--- config.mk ---
export PLATFORM = sky130hd
export DESIGN_NAME = fifo_wr_arb
export DESIGN_NICKNAME = d
export VERILOG_FILES = /design/src/rtl/fifo_arb_pkg.sv /design/src/rtl/fifo_out_reg.sv /design/src/rtl/fifo_wr_arb.sv
export SDC_FILE = /design/constraint.sdc
export NUM_CORES = 1
export LEC_CHECK = 0
export ABC_CLOCK_PERIOD_IN_PS = 3130
export CORE_AREA = 2 2 50 52
export CTS_BUF_LIST = sky130_fd_sc_hd__clkbuf_4 sky130_fd_sc_hd__clkbuf_8
export DETAILED_ROUTE_END_ITERATION = 8
export DIE_AREA = 0 0 52 54
export PLACE_DENSITY = 0.85
export SYNTH_ARGS = -nofsm -noshare
export SYNTH_HDL_FRONTEND = slang
export SYNTH_SLANG_ARGS = --single-unit
--- constraint.sdc ---
create_clock -name clk -period 3.13 [get_ports clk]
set_clock_uncertainty 0.05 [all_clocks]
set_input_delay 0.939 -clock clk [delete_from_list [all_inputs] [get_ports clk]]
set_output_delay 0.939 -clock clk [all_outputs]
set_load 0.02 [all_outputs]
--- src/rtl/fifo_arb_pkg.sv ---
// Shared types and constants for the FIFO write-port arbiter.
package fifo_arb_pkg;

  typedef enum logic [1:0] {
    IDLE = 2'd0,
    G0   = 2'd1,
    G1   = 2'd2
  } state_t;

  localparam int DW_DEF = 8;

  // One-hot grant encodings: bit N set means requester N owns the write port
  localparam logic [1:0] GRANT_NONE = 2'b00;
  localparam logic [1:0] GRANT_S0   = 2'b01;
  localparam logic [1:0] GRANT_S1   = 2'b10;

endpackage

--- src/rtl/fifo_out_reg.sv ---
// One-entry holding stage in front of the FIFO write port; advertises ld when it can take a byte.
module fifo_out_reg #(
  parameter int DW = 8
) (
  input  logic          clk,
  input  logic          rst,
  input  logic          din_vld,
  input  logic [DW-1:0] din_data,
  input  logic          wr_full,
  output logic          ld,
  output logic          wr_req,
  output logic [DW-1:0] wr_data
);

  logic          out_vld;
  logic [DW-1:0] out_data;

  assign wr_req  = out_vld & ~wr_full;
  assign wr_data = out_data;
  // Space exists when empty, or when the held byte leaves this cycle
  assign ld      = ~out_vld | wr_req;

  always_ff @(posedge clk) begin
    if (rst) begin
      out_vld  <= 1'b0;
      out_data <= '0;
    end else if (ld && din_vld) begin
      out_vld  <= 1'b1;
      out_data <= din_data;
    end else if (wr_req) begin
      out_vld  <= 1'b0;
    end
  end

endmodule

--- src/rtl/fifo_wr_arb.sv ---
// Packet-aware round-robin arbiter sharing one FIFO write port between two byte requesters.
// Handshake: a beat transfers on sN_valid & sN_ready; ready never depends on the same port's valid.
module fifo_wr_arb
  import fifo_arb_pkg::*;
#(
  parameter int DW        = DW_DEF,
  parameter int MAX_BURST = 16,
  parameter int CNT_W     = $clog2(MAX_BURST + 1)
) (
  input  logic             clk,
  input  logic             rst,
  input  logic             s0_valid,
  input  logic [DW-1:0]    s0_data,
  input  logic             s0_last,
  output logic             s0_ready,
  input  logic             s1_valid,
  input  logic [DW-1:0]    s1_data,
  input  logic             s1_last,
  output logic             s1_ready,
  input  logic             wr_full,
  output logic             wr_req,
  output logic [DW-1:0]    wr_data,
  output logic [1:0]       grant,
  output logic             burst_cut,
  output state_t           dbg_state,
  output logic             dbg_last_win,
  output logic [CNT_W-1:0] dbg_cnt
);

  localparam logic [CNT_W-1:0] CNT_LIM = CNT_W'(MAX_BURST - 1);

  state_t           state, state_nx;
  logic             last_win, last_win_nx;
  logic [CNT_W-1:0] cnt, cnt_nx;
  logic             burst_cut_nx;

  logic             ld;
  logic             acc0, acc1, acc;
  logic             beat_last;
  logic             at_limit;
  logic [DW-1:0]    din_data;

  fifo_out_reg #(.DW(DW)) u_out_reg (
    .clk      (clk),
    .rst      (rst),
    .din_vld  (acc),
    .din_data (din_data),
    .wr_full  (wr_full),
    .ld       (ld),
    .wr_req   (wr_req),
    .wr_data  (wr_data)
  );

  assign s0_ready  = ld & (state == G0);
  assign s1_ready  = ld & (state == G1);
  assign acc0      = s0_valid & s0_ready;
  assign acc1      = s1_valid & s1_ready;
  assign acc       = acc0 | acc1;
  assign din_data  = acc0 ? s0_data : s1_data;
  assign beat_last = acc0 ? s0_last : s1_last;
  assign at_limit  = (cnt == CNT_LIM);

  always_comb begin
    state_nx     = state;
    last_win_nx  = last_win;
    cnt_nx       = cnt;
    burst_cut_nx = 1'b0;
    case (state)
      IDLE: begin
        // On contention the port that did not win last time goes first
        if (s0_valid && (!s1_valid || last_win)) begin
          state_nx    = G0;
          last_win_nx = 1'b0;
          cnt_nx      = '0;
        end else if (s1_valid) begin
          state_nx    = G1;
          last_win_nx = 1'b1;
          cnt_nx      = '0;
        end
      end
      G0, G1: begin
        if (acc) begin
          if (beat_last || at_limit) begin
            state_nx     = IDLE;
            cnt_nx       = '0;
            burst_cut_nx = ~beat_last;
          end else begin
            cnt_nx = cnt + CNT_W'(1);
          end
        end
      end
      default: state_nx = IDLE;
    endcase
  end

  always_ff @(posedge clk) begin
    if (rst) begin
      state     <= IDLE;
      last_win  <= 1'b1;
      cnt       <= '0;
      burst_cut <= 1'b0;
    end else begin
      state     <= state_nx;
      last_win  <= last_win_nx;
      cnt       <= cnt_nx;
      burst_cut <= burst_cut_nx;
    end
  end

  always_comb begin
    case (state)
      G0:      grant = GRANT_S0;
      G1:      grant = GRANT_S1;
      default: grant = GRANT_NONE;
    endcase
  end

  assign dbg_state    = state;
  assign dbg_last_win = last_win;
  assign dbg_cnt      = cnt;

endmodule

==> results of run 1 <==
[Yosys cell counts, types with 2 or more instances]
| cell | instances | share of area, % |
|---|---|---|
| dfxtp_1 | 18 | 36 |
| a211oi_1 | 9 | 6.7 |
| inv_1 | 9 | 3.4 |
| nor2_1 | 9 | 3.4 |
| mux2i_1 | 8 | 8.0 |
| a21oi_1 | 7 | 3.5 |
| ha_1 | 7 | 8.7 |
| o21ai_0 | 4 | 2.0 |
| and3_1 | 3 | 1.9 |
| nand2_1 | 3 | 1.1 |
| o41ai_1 | 3 | 2.6 |
| or4_1 | 3 | 2.2 |
| and2_1 | 2 | 1.2 |
| buf_2 | 2 | 0.99 |
| clkbuf_1 | 2 | 0.75 |
| nand4_1 | 2 | 1.2 |
| o2111ai_1 | 2 | 1.7 |
| o211ai_1 | 2 | 1.5 |
| o31ai_1 | 2 | 1.5 |
[registers in the layout, summed over array words and instances, names as in the netlist]
register           flops
u_out_reg.wr_data      8
dbg_cnt                5
dbg_state              2
burst_cut              1
dbg_last_win           1
u_out_reg.out_vld      1
[cell families (layout without fill, tap and decap cells)]
group | Yosys count | in the layout | synth area share (%)
buffers and inverters | 14 | 60 | 5.84
flip-flops | 18 | 18 | 35.8
AO/OA/AOI/OAI | 33 | 33 | 24.5
multiplexers | 8 | 8 | 7.95
AND/OR/NAND/NOR | 31 | 31 | 17.3
adder cells (fa/ha/maj) | 7 | 7 | 8.70
[cells in the final DEF, fill, tap and decap left out, types with 2 or more instances in the layout]
cell type | synthesis | final
o41ai_1 | 3 | 3
nand2_1 | 3 | 3
inv_1 | 9 | 9
o21ai_0 | 4 | 4
a211oi_1 | 9 | 9
dfxtp_1 | 18 | 18
or4_1 | 3 | 3
o31ai_1 | 2 | 2
dlygate4sd2_1 | 0 | 2
clkdlybuf4s50_1 | 0 | 41
ha_1 | 7 | 7
and2_1 | 2 | 2
nand4_1 | 2 | 2
mux2i_1 | 8 | 8
buf_4 | 1 | 4
a21oi_1 | 7 | 7
o2111ai_1 | 2 | 2
and3_1 | 3 | 3
o211ai_1 | 2 | 2
nor2_1 | 9 | 9
clkbuf_4 | 0 | 3
[area by class of cell]
type	count	area (um^2)	area share [%]
inverters	9	33.8	2.23
repair buffers	48	470	31.1
well taps	30	37.5	2.48
clock buffers	3	22.5	1.49
flip-flops and latches	18	360	23.8
multi-input cells	79	588	38.9
[critical path: stages]
cell	delay (ns)
clkdlybuf4s50_1	0.51
nand2_1	0.09
and2_1	0.15
dlygate4sd2_1	0.31
[power groups by stage]
stage / clock, mW / sequential, mW / combinational [mW]
4_1_cts: 0.116 / 0.279 / 0.332
3_5_place_dp: 0 / 0.284 / 0.334
3_3_place_gp: 0 / 0.282 / 0.323
5_1_grt: 0.122 / 0.284 / 0.361
2_1_floorplan: 0 / 0.313 / 0.170
6_report: 0.115 / 0.279 / 0.332
[what timing repair did]
| item | in CTS | in global routing |
|---|---|---|
| endpoints found under the hold margin | 0 | 0 |
| gates resized for setup | 2 | 1 |
| pin swaps | 0 | 0 |
| cloned | 0 | 0 |
| setup endpoints to repair | 2 | 1 |
[metal layers]
layer,wire length [um],track usage [%],vias to the layer above
met5,0,0,-
met4,34,9.65,0
met3,195,5.00,5
met2,1210,34.2,47
met1,1010,20.5,460
li1,-,-,509
[how the worst min path moves through the flow]
stage                                 endpoint  slack [ns]  depth (start not counted)                  from
after detailed placement  u_out_reg.wr_data[3]        0.45                          2  u_out_reg.wr_data[3]
final                     u_out_reg.wr_data[3]        0.46                          2  u_out_reg.wr_data[3]
after global placement              dbg_cnt[3]        0.42                          2            dbg_cnt[3]
after CTS                 u_out_reg.wr_data[3]        0.46                          2  u_out_reg.wr_data[3]
after floorplan              u_out_reg.out_vld        0.46                          2     u_out_reg.out_vld
after global routing      u_out_reg.wr_data[6]        0.49                          2  u_out_reg.wr_data[6]
[stage by stage]
| stage | total power [mW] | TNS (ns) | std cells |
|---|---|---|---|
| after global routing | 0.767 | 0 | 187 |
| after CTS | 0.727 | 0 | 187 |
| after global placement | 0.605 | -0.0938 | 184 |
| final | 0.725 | 0 | 187 |
| after floorplan | 0.483 | 0 | 111 |
| after detailed placement | 0.619 | -0.159 | 184 |
==> results.yml, run 1 <==
setup_path:
  cp.required_ns: 2.14
  crit_fanout: 3
  worstSetupEndpointType: "output pin"
  crit_end: "s0_ready"
  r2r_setup_slack_ns: 1.00
  ff2ff_path_depth: 7
  cp.arrival_ns: 2.00
  crit_start: "wr_full"
  cp-start-kind: "input port"
  r2r_start: "dbg_cnt[1]"
  r2r-end: "dbg_cnt[2]"
  crit_type: "input port to output pin"
final_layout:
  area_growth_pct: 50.2
  fill_cells: 194
  num-nets-final: 189
  postLayoutCellArea_um2: 1510
  utilization_pct: 65.2
  n_antenna_cell: 0
  drive_above_1_share_pct: 7.01
sta:
  slew_headroom_pct: 66.4
  fin_ws_ns: 0.141
  hold_slack_ns: 0.458
  min_period_over_period_pct: 95.5
  tightest_slew_ns: 0.498
  finalCriticalPeriod_ns: 2.99
  finalMaxSlewViolations: 0
  rsz0062_at_grt: "false"
  setup_violations: 0
  fmax_mhz: 335
  final_hold_viol_count: 0
pwr:
  clkPwrFrac_pct: 15.8
  p_seq_share_pct: 38.4
  p_int_uw: 461
  switching_share_pct: 36.4
  combPwrFrac_pct: 45.7
  power.leakage_nw: 0.561
  power_switching_uw: 264
  vdd_ir_drop_max_mv: 0.367
  power.density_nw_per_um2: 479
synthesis:
  ys_types: 33
  mappedNetlistArea_um2: 1010
  yosys_register_bits: 18
  synth-edff-count: 0
  syn_inst: 111
  ys_seq_area_share_pct: 35.8
  yosys_warnings: 0
  synth-async-reset-ratio_pct: 0
  syn_nets: 141
  syn_area_per_cell_um2: 9.07
  synth_ff_type: "dfxtp_1"
clock_network:
  cts_buffer_depth: 2
  post_cts_buffers: 0
  clk_pin_slew_ns: 0.10
  cts_root_buf: "clkbuf_4"
  h-tree-depth: 1
  insertion_delay_ns: 0.29
  cts_tree: "built"
  postCtsHoldBufs: 0
  cts_made_buffers: 3
  cts.sinks: 18
hold_path:
  hold_path_class: "register to register"
grt:
  antenna_found_initial: 0
  track_usage_pct: 19.0
  grt_pass1_wl_mm: 3.99
  first_global_vias: 978
  grt_max_degree: 18
  grt-ovfl-total: 0
floorplanning:
  die_h_um: 54
  core-area_um2: 2320
  io_pins: 45
  start_util_pct: 43.4
  num_rows: 18
  die_area_um2: 2810
  die_w_um: 52
detailed_routing:
  drt_wl_total_mm: 2.45
  first_pass_iters: 4
  ant_nets: 0
  drc: 0
  num_vias: 1021
  drt-initial-drc-count: 18
  routedWlPerCell_um: 13.1
  via_per_inst: 5.46
placement:
  gp_congestion: 0.820
  placed_area_um2: 1490
  hpwl_mm: 1.96
  dp_slack_ns: -0.0852
  io_buffers: 44
flow_run:
  drv_cap: 0
run_status:
  status: "complete, no violations"
Note: power is estimated with default switching activity, not from simulation.
==> inputs of run 2 (changes only) <==
--- a/config.mk
+++ b/config.mk
@@ -11,6 +11,7 @@
 export DETAILED_ROUTE_END_ITERATION = 8
 export DIE_AREA = 0 0 52 54
 export PLACE_DENSITY = 0.85
+export REMOVE_ABC_BUFFERS = 1
 export SYNTH_ARGS = -nofsm -noshare
 export SYNTH_HDL_FRONTEND = slang
 export SYNTH_SLANG_ARGS = --single-unit
==> results.yml, run 2 (synthesis results as in run 1) <==
final_layout:
  n_antenna_cell: 0
  layout_commonest_cell: "clkdlybuf4s50_1"
  instances_no_fill: 189
  num-nets-final: 190
  largest_reg_flops: 8
  area_growth_pct: 52.3
  fill_cells: 182
  final_cell_mix: "41 x clkdlybuf4s50_1, 18 x dfxtp_1, 9 x inv_1, 9 x a211oi_1, 9 x nor2_1"
  drive_above_1_share_pct: 8.18
setup_path:
  ff2ff_path_depth: 7
  worst-path-buf-inv: 2
  crit_fanout: 3
  crit_type: "input port to output pin"
  critPathMaxStageDelay_ns: 0.50
  path_cells: "clkdlybuf4s50_1 -> nand2_1 -> and2_1 -> dlygate4sd2_1"
  cp-start-kind: "input port"
  cp.required_ns: 2.14
  crit_family: "buffers and inverters"
  r2r_setup_slack_ns: 0.98
  r2r_start: "dbg_cnt[0]"
  worstSetupEndpointType: "output pin"
  crit_slowest_cell: "clkdlybuf4s50_1"
  r2r-end: "dbg_cnt[3]"
  cp.arrival_ns: 2.01
run_status:
  status: "complete, no violations"
detailed_routing:
  routedWlPerCell_um: 13.5
  num_vias: 1032
  via_per_inst: 5.46
  first_pass_iters: 4
  ant_nets: 0
  drt_wl_total_mm: 2.56
  drt-initial-drc-count: 19
  drc: 0
placement:
  hpwl_mm: 2.02
  numPlacedInstances: 185
  io_buffers: 44
  gp_congestion: 0.845
floorplanning:
  die_area_um2: 2810
  core-area_um2: 2320
  io_pins: 45
  num_rows: 18
  start_util_pct: 43.4
  die_h_um: 54
  die_w_um: 52
sta:
  hold_slack_ns: 0.456
  tightest_slew_ns: 0.504
  finalMaxSlewViolations: 0
  final_hold_viol_count: 0
  min_period_over_period_pct: 95.9
  finalCriticalPeriod_ns: 3.00
  slew_headroom_pct: 66.0
  finalSetupTns_ns: 0
  fmax_mhz: 333
  rsz0062_at_grt: "false"
  setup_violations: 0
clock_network:
  post_cts_buffers: 0
  cts_tree: "built"
  cts_root_buf: "clkbuf_4"
  cts_buffer_depth: 2
  clk_pin_slew_ns: 0.10
  cts_made_buffers: 3
  cts.sinks: 18
  insertion_delay_ns: 0.30
  h-tree-depth: 1
flow_run:
  drv_cap: 0
hold_path:
  hold_path_class: "register to register"
  min_from: "u_out_reg.wr_data[2]"
  hold_depth: 2
  min_to: "u_out_reg.wr_data[2]"
grt:
  antenna_found_initial: 0
  grt-ovfl-total: 0
  first_global_vias: 1002
  grt_max_degree: 18
  track_usage_pct: 19.9
  grt_pass1_wl_mm: 4.10
pwr:
  power.leakage_nw: 0.573
  power.density_nw_per_um2: 497
  vdd_ir_drop_max_mv: 0.386
## run 2: cell count changes in the layout (fill, tap and decap cells not counted), sizes merged
cell / previous run / this run
clkbuf: 3 / 4
buf: 4 / 5
## run 2: per-layer routing
metal  track usage [%]  up-vias  wire length (um)
met1              20.6      464              1040
met5                 0        -                 0
met2              34.4       49              1250
met4              12.7        0                57
li1                  -      511                 -
met3              6.94        8               220
## run 2: cell type report
type	count	area, um^2	area share [%]
well taps	30	37.5	2.45
inverters	9	33.8	2.20
multi-input cells	79	588	38.3
repair buffers	49	478	31.2
flip-flops and latches	18	360	23.5
clock buffers	4	36.3	2.37
## run 2: worst register-to-register path: stages, from the launching register on
cell	delay [ns]
dfxtp_1	0.41
ha_1	0.18
and3_1	0.17
ha_1	0.24
a211oi_1	0.10
or4_1	0.48
o221ai_1	0.31
a21oi_1	0.08
## run 2: repair_timing
action                     in CTS  in global routing
setup endpoints to repair       2                  1
resized for setup               2                  1
hold buffers                    0                  0
## run 2: where the power goes
group          leakage (nW)  internal (mW)  switching (mW)
combinational         0.406          0.161           0.175
clock                0.0210         0.0709          0.0760
sequential            0.147          0.257          0.0221
total                 0.573          0.489           0.273
## run 2: stage by stage
stage          util, %  power (mW)  setup WS [ns]  cell area (um^2)
2_1_floorplan        -       0.477          0.871               982
3_3_place_gp      64.6       0.608        -0.0607              1500
3_5_place_dp      64.6       0.623        -0.0948              1500
4_1_cts           66.0       0.765         0.0295              1530
5_1_grt           66.1       0.808         0.0766              1530
6_report          66.1       0.762          0.129              1530
## run 2: how the worst max path moves through the flow
| stage | from | to | slack [ns] | cells after the start |
|---|---|---|---|---|
| detailed placement | wr_full | s1_ready | -0.09 | 4 |
| finish | wr_full | s1_ready | 0.13 | 4 |
| global placement | wr_full | s0_ready | -0.06 | 4 |
| CTS | wr_full | wr_req | 0.03 | 3 |
| floorplan | wr_full | s0_ready | 0.87 | 2 |
| global route | wr_full | s1_ready | 0.08 | 4 |
==> inputs of run 3 (changes only) <==
--- a/config.mk
+++ b/config.mk
@@ -6,12 +6,12 @@
 export NUM_CORES = 1
 export LEC_CHECK = 0
 export ABC_CLOCK_PERIOD_IN_PS = 3130
-export CORE_AREA = 2 2 50 52
-export CTS_BUF_LIST = sky130_fd_sc_hd__clkbuf_4 sky130_fd_sc_hd__clkbuf_8
+export CORE_AREA = 2 2 51 53
 export DETAILED_ROUTE_END_ITERATION = 8
-export DIE_AREA = 0 0 52 54
-export PLACE_DENSITY = 0.85
+export DIE_AREA = 0 0 53 55
+export PLACE_DENSITY = 0.82
 export REMOVE_ABC_BUFFERS = 1
+export SETUP_SLACK_MARGIN = 0.4
 export SYNTH_ARGS = -nofsm -noshare
 export SYNTH_HDL_FRONTEND = slang
 export SYNTH_SLANG_ARGS = --single-unit
==> results.yml, run 3 (synthesis results as in run 1) <==
detailed_routing:
  num_vias: 1032
  first_pass_iters: 4
  drt-met1-wl_mm: 1.04
  via_per_inst: 5.46
  route.top_layer_used: "met4"
  met2_length_mm: 1.13
  routedWlPerCell_um: 12.8
  ant_nets: 0
  drt-initial-drc-count: 12
  drc: 0
  met3_length_um: 205
  drt_wl_total_mm: 2.43
pwr:
  combPwrFrac_pct: 43.8
  p_int_uw: 487
  total_power_uw: 756
  power_switching_uw: 269
  clkPwrFrac_pct: 19.4
  switching_share_pct: 35.6
  p_seq_share_pct: 36.8
  power.density_nw_per_um2: 496
  power.leakage_nw: 0.553
  vdd_ir_drop_max_mv: 0.344
run_status:
  status: "complete, no violations"
sta:
  fin_ws_ns: 0.525
  setup_violations: 0
  finalMaxSlewViolations: 0
  finalCriticalPeriod_ns: 2.61
  rsz0062_at_grt: "false"
  min_period_over_period_pct: 83.2
  hold_slack_ns: 0.451
  slew_headroom_pct: 67.8
  fmax_mhz: 384
  final_hold_viol_count: 0
  tightest_slew_ns: 0.477
final_layout:
  drive_above_1_share_pct: 9.43
  fill_cells: 188
  seq_area_um2: 360
  instances_no_fill: 189
  layout_commonest_cell: "clkdlybuf4s50_1"
  num-nets-final: 190
  largest_reg_flops: 8
  multi_input_area_um2: 588
  final_cell_mix: "40 x clkdlybuf4s50_1, 18 x dfxtp_1, 9 x inv_1, 9 x a211oi_1, 9 x nor2_1"
  n_antenna_cell: 0
  area_growth_pct: 51.2
clock_network:
  postCtsHoldBufs: 0
  insertion_delay_ns: 0.30
  cts_tree: "built"
  cts.sinks: 18
  cts_buffer_depth: 2
  h-tree-depth: 1
  cts_made_buffers: 3
  clk_pin_slew_ns: 0.10
  cts_root_buf: "clkbuf_4"
setup_path:
  cp-start-kind: "input port"
  crit_fanout: 3
  path_cells: "dlygate4sd2_1 -> nor2b_1 -> clkdlybuf4s15_1"
  worstSetupEndpointType: "output pin"
  r2r_start: "dbg_cnt[0]"
  r2r_setup_slack_ns: 0.97
  cp.required_ns: 2.14
  cp.arrival_ns: 1.62
  r2r-end: "dbg_state[0]"
  crit_type: "input port to output pin"
  crit_family: "buffers and inverters"
  worst-path-buf-inv: 2
  ff2ff_path_depth: 7
  crit_slowest_cell: "clkdlybuf4s15_1"
  critPathMaxStageDelay_ns: 0.31
placement:
  gp_congestion: 0.809
  io_buffers: 44
  dp_slack_ns: -0.0713
  hpwl_mm: 1.90
  numPlacedInstances: 185
grt:
  first_global_vias: 973
  grt_pass1_wl_mm: 3.97
  grt-ovfl-total: 0
  antenna_found_initial: 0
  track_usage_pct: 18.8
  grt_max_degree: 18
hold_path:
  hold_depth: 2
  min_from: "u_out_reg.wr_data[4]"
  hold_path_class: "register to register"
  min_to: "u_out_reg.wr_data[4]"
floorplanning:
  die_w_um: 53
  io_pins: 45
  core-area_um2: 2360
  die_area_um2: 2920
  die_h_um: 55
  num_rows: 18
  start_util_pct: 42.6
flow_run:
  drv_cap: 0
==> run 3: changes by cell type in the layout (fill, tap and decap cells not counted) <==
cell,before,now
buf_2,0,2
clkdlybuf4s15_1,0,1
clkdlybuf4s50_1,41,40
dlygate4sd2_1,2,1
dlymetal6s2s_1,1,0
==> run 3: layout make-up <==
type / instances / area share [%]
inverters: 9 / 2.22
repair buffers: 49 / 30.6
clock buffers: 4 / 2.38
well taps: 30 / 2.47
multi-input cells: 79 / 38.6
flip-flops and latches: 18 / 23.7
==> run 3: timing repair <==
item,CTS,global route
setup buffers,0,0
setup endpoints to repair,3,0
gates resized for setup,11,0
==> run 3: worst max path at each step <==
stage / startpoint / endpoint / slack, ns / cells past startpoint
floorplan: wr_full / s0_ready / 0.87 / 2
global placement: wr_full / s1_ready / -0.06 / 4
detailed placement: wr_full / s1_ready / -0.07 / 4
CTS: wr_full / wr_req / 0.51 / 3
global route: wr_full / wr_req / 0.48 / 3
finish: wr_full / wr_req / 0.52 / 3
==> run 3: power groups by stage <==
stage	clock (mW)	sequential [mW]	combinational [mW]
2_1_floorplan	0	0.313	0.163
3_3_place_gp	0	0.282	0.327
3_5_place_dp	0	0.284	0.335
4_1_cts	0.151	0.279	0.332
5_1_grt	0.163	0.283	0.359
6_report	0.146	0.278	0.331
==> run 3: worst register-to-register path, stage by stage, from the launching register on <==
cell       delay [ns]
dfxtp_1          0.42
ha_1             0.19
and3_1           0.17
ha_1             0.25
a211oi_1         0.11
o41ai_1          0.50
o2111ai_1        0.23
a21oi_1          0.19
==> run 3: routing by layer <==
| layer | up-vias | global-route usage [%] |
|---|---|---|
| li1 | 506 | - |
| met1 | 473 | 19.7 |
| met2 | 47 | 33.3 |
| met3 | 6 | 5.91 |
| met4 | 0 | 11.1 |
| met5 | - | 0 |
==> run 3: stage by stage <==
step	setup TNS, ns	area (um^2)	utilization (%)
after floorplan	0	982	-
after detailed placement	-0.133	1500	63.3
after global routing	0	1520	64.4
final	0	1520	64.4
after global placement	-0.122	1500	63.3
after CTS	0	1520	64.4
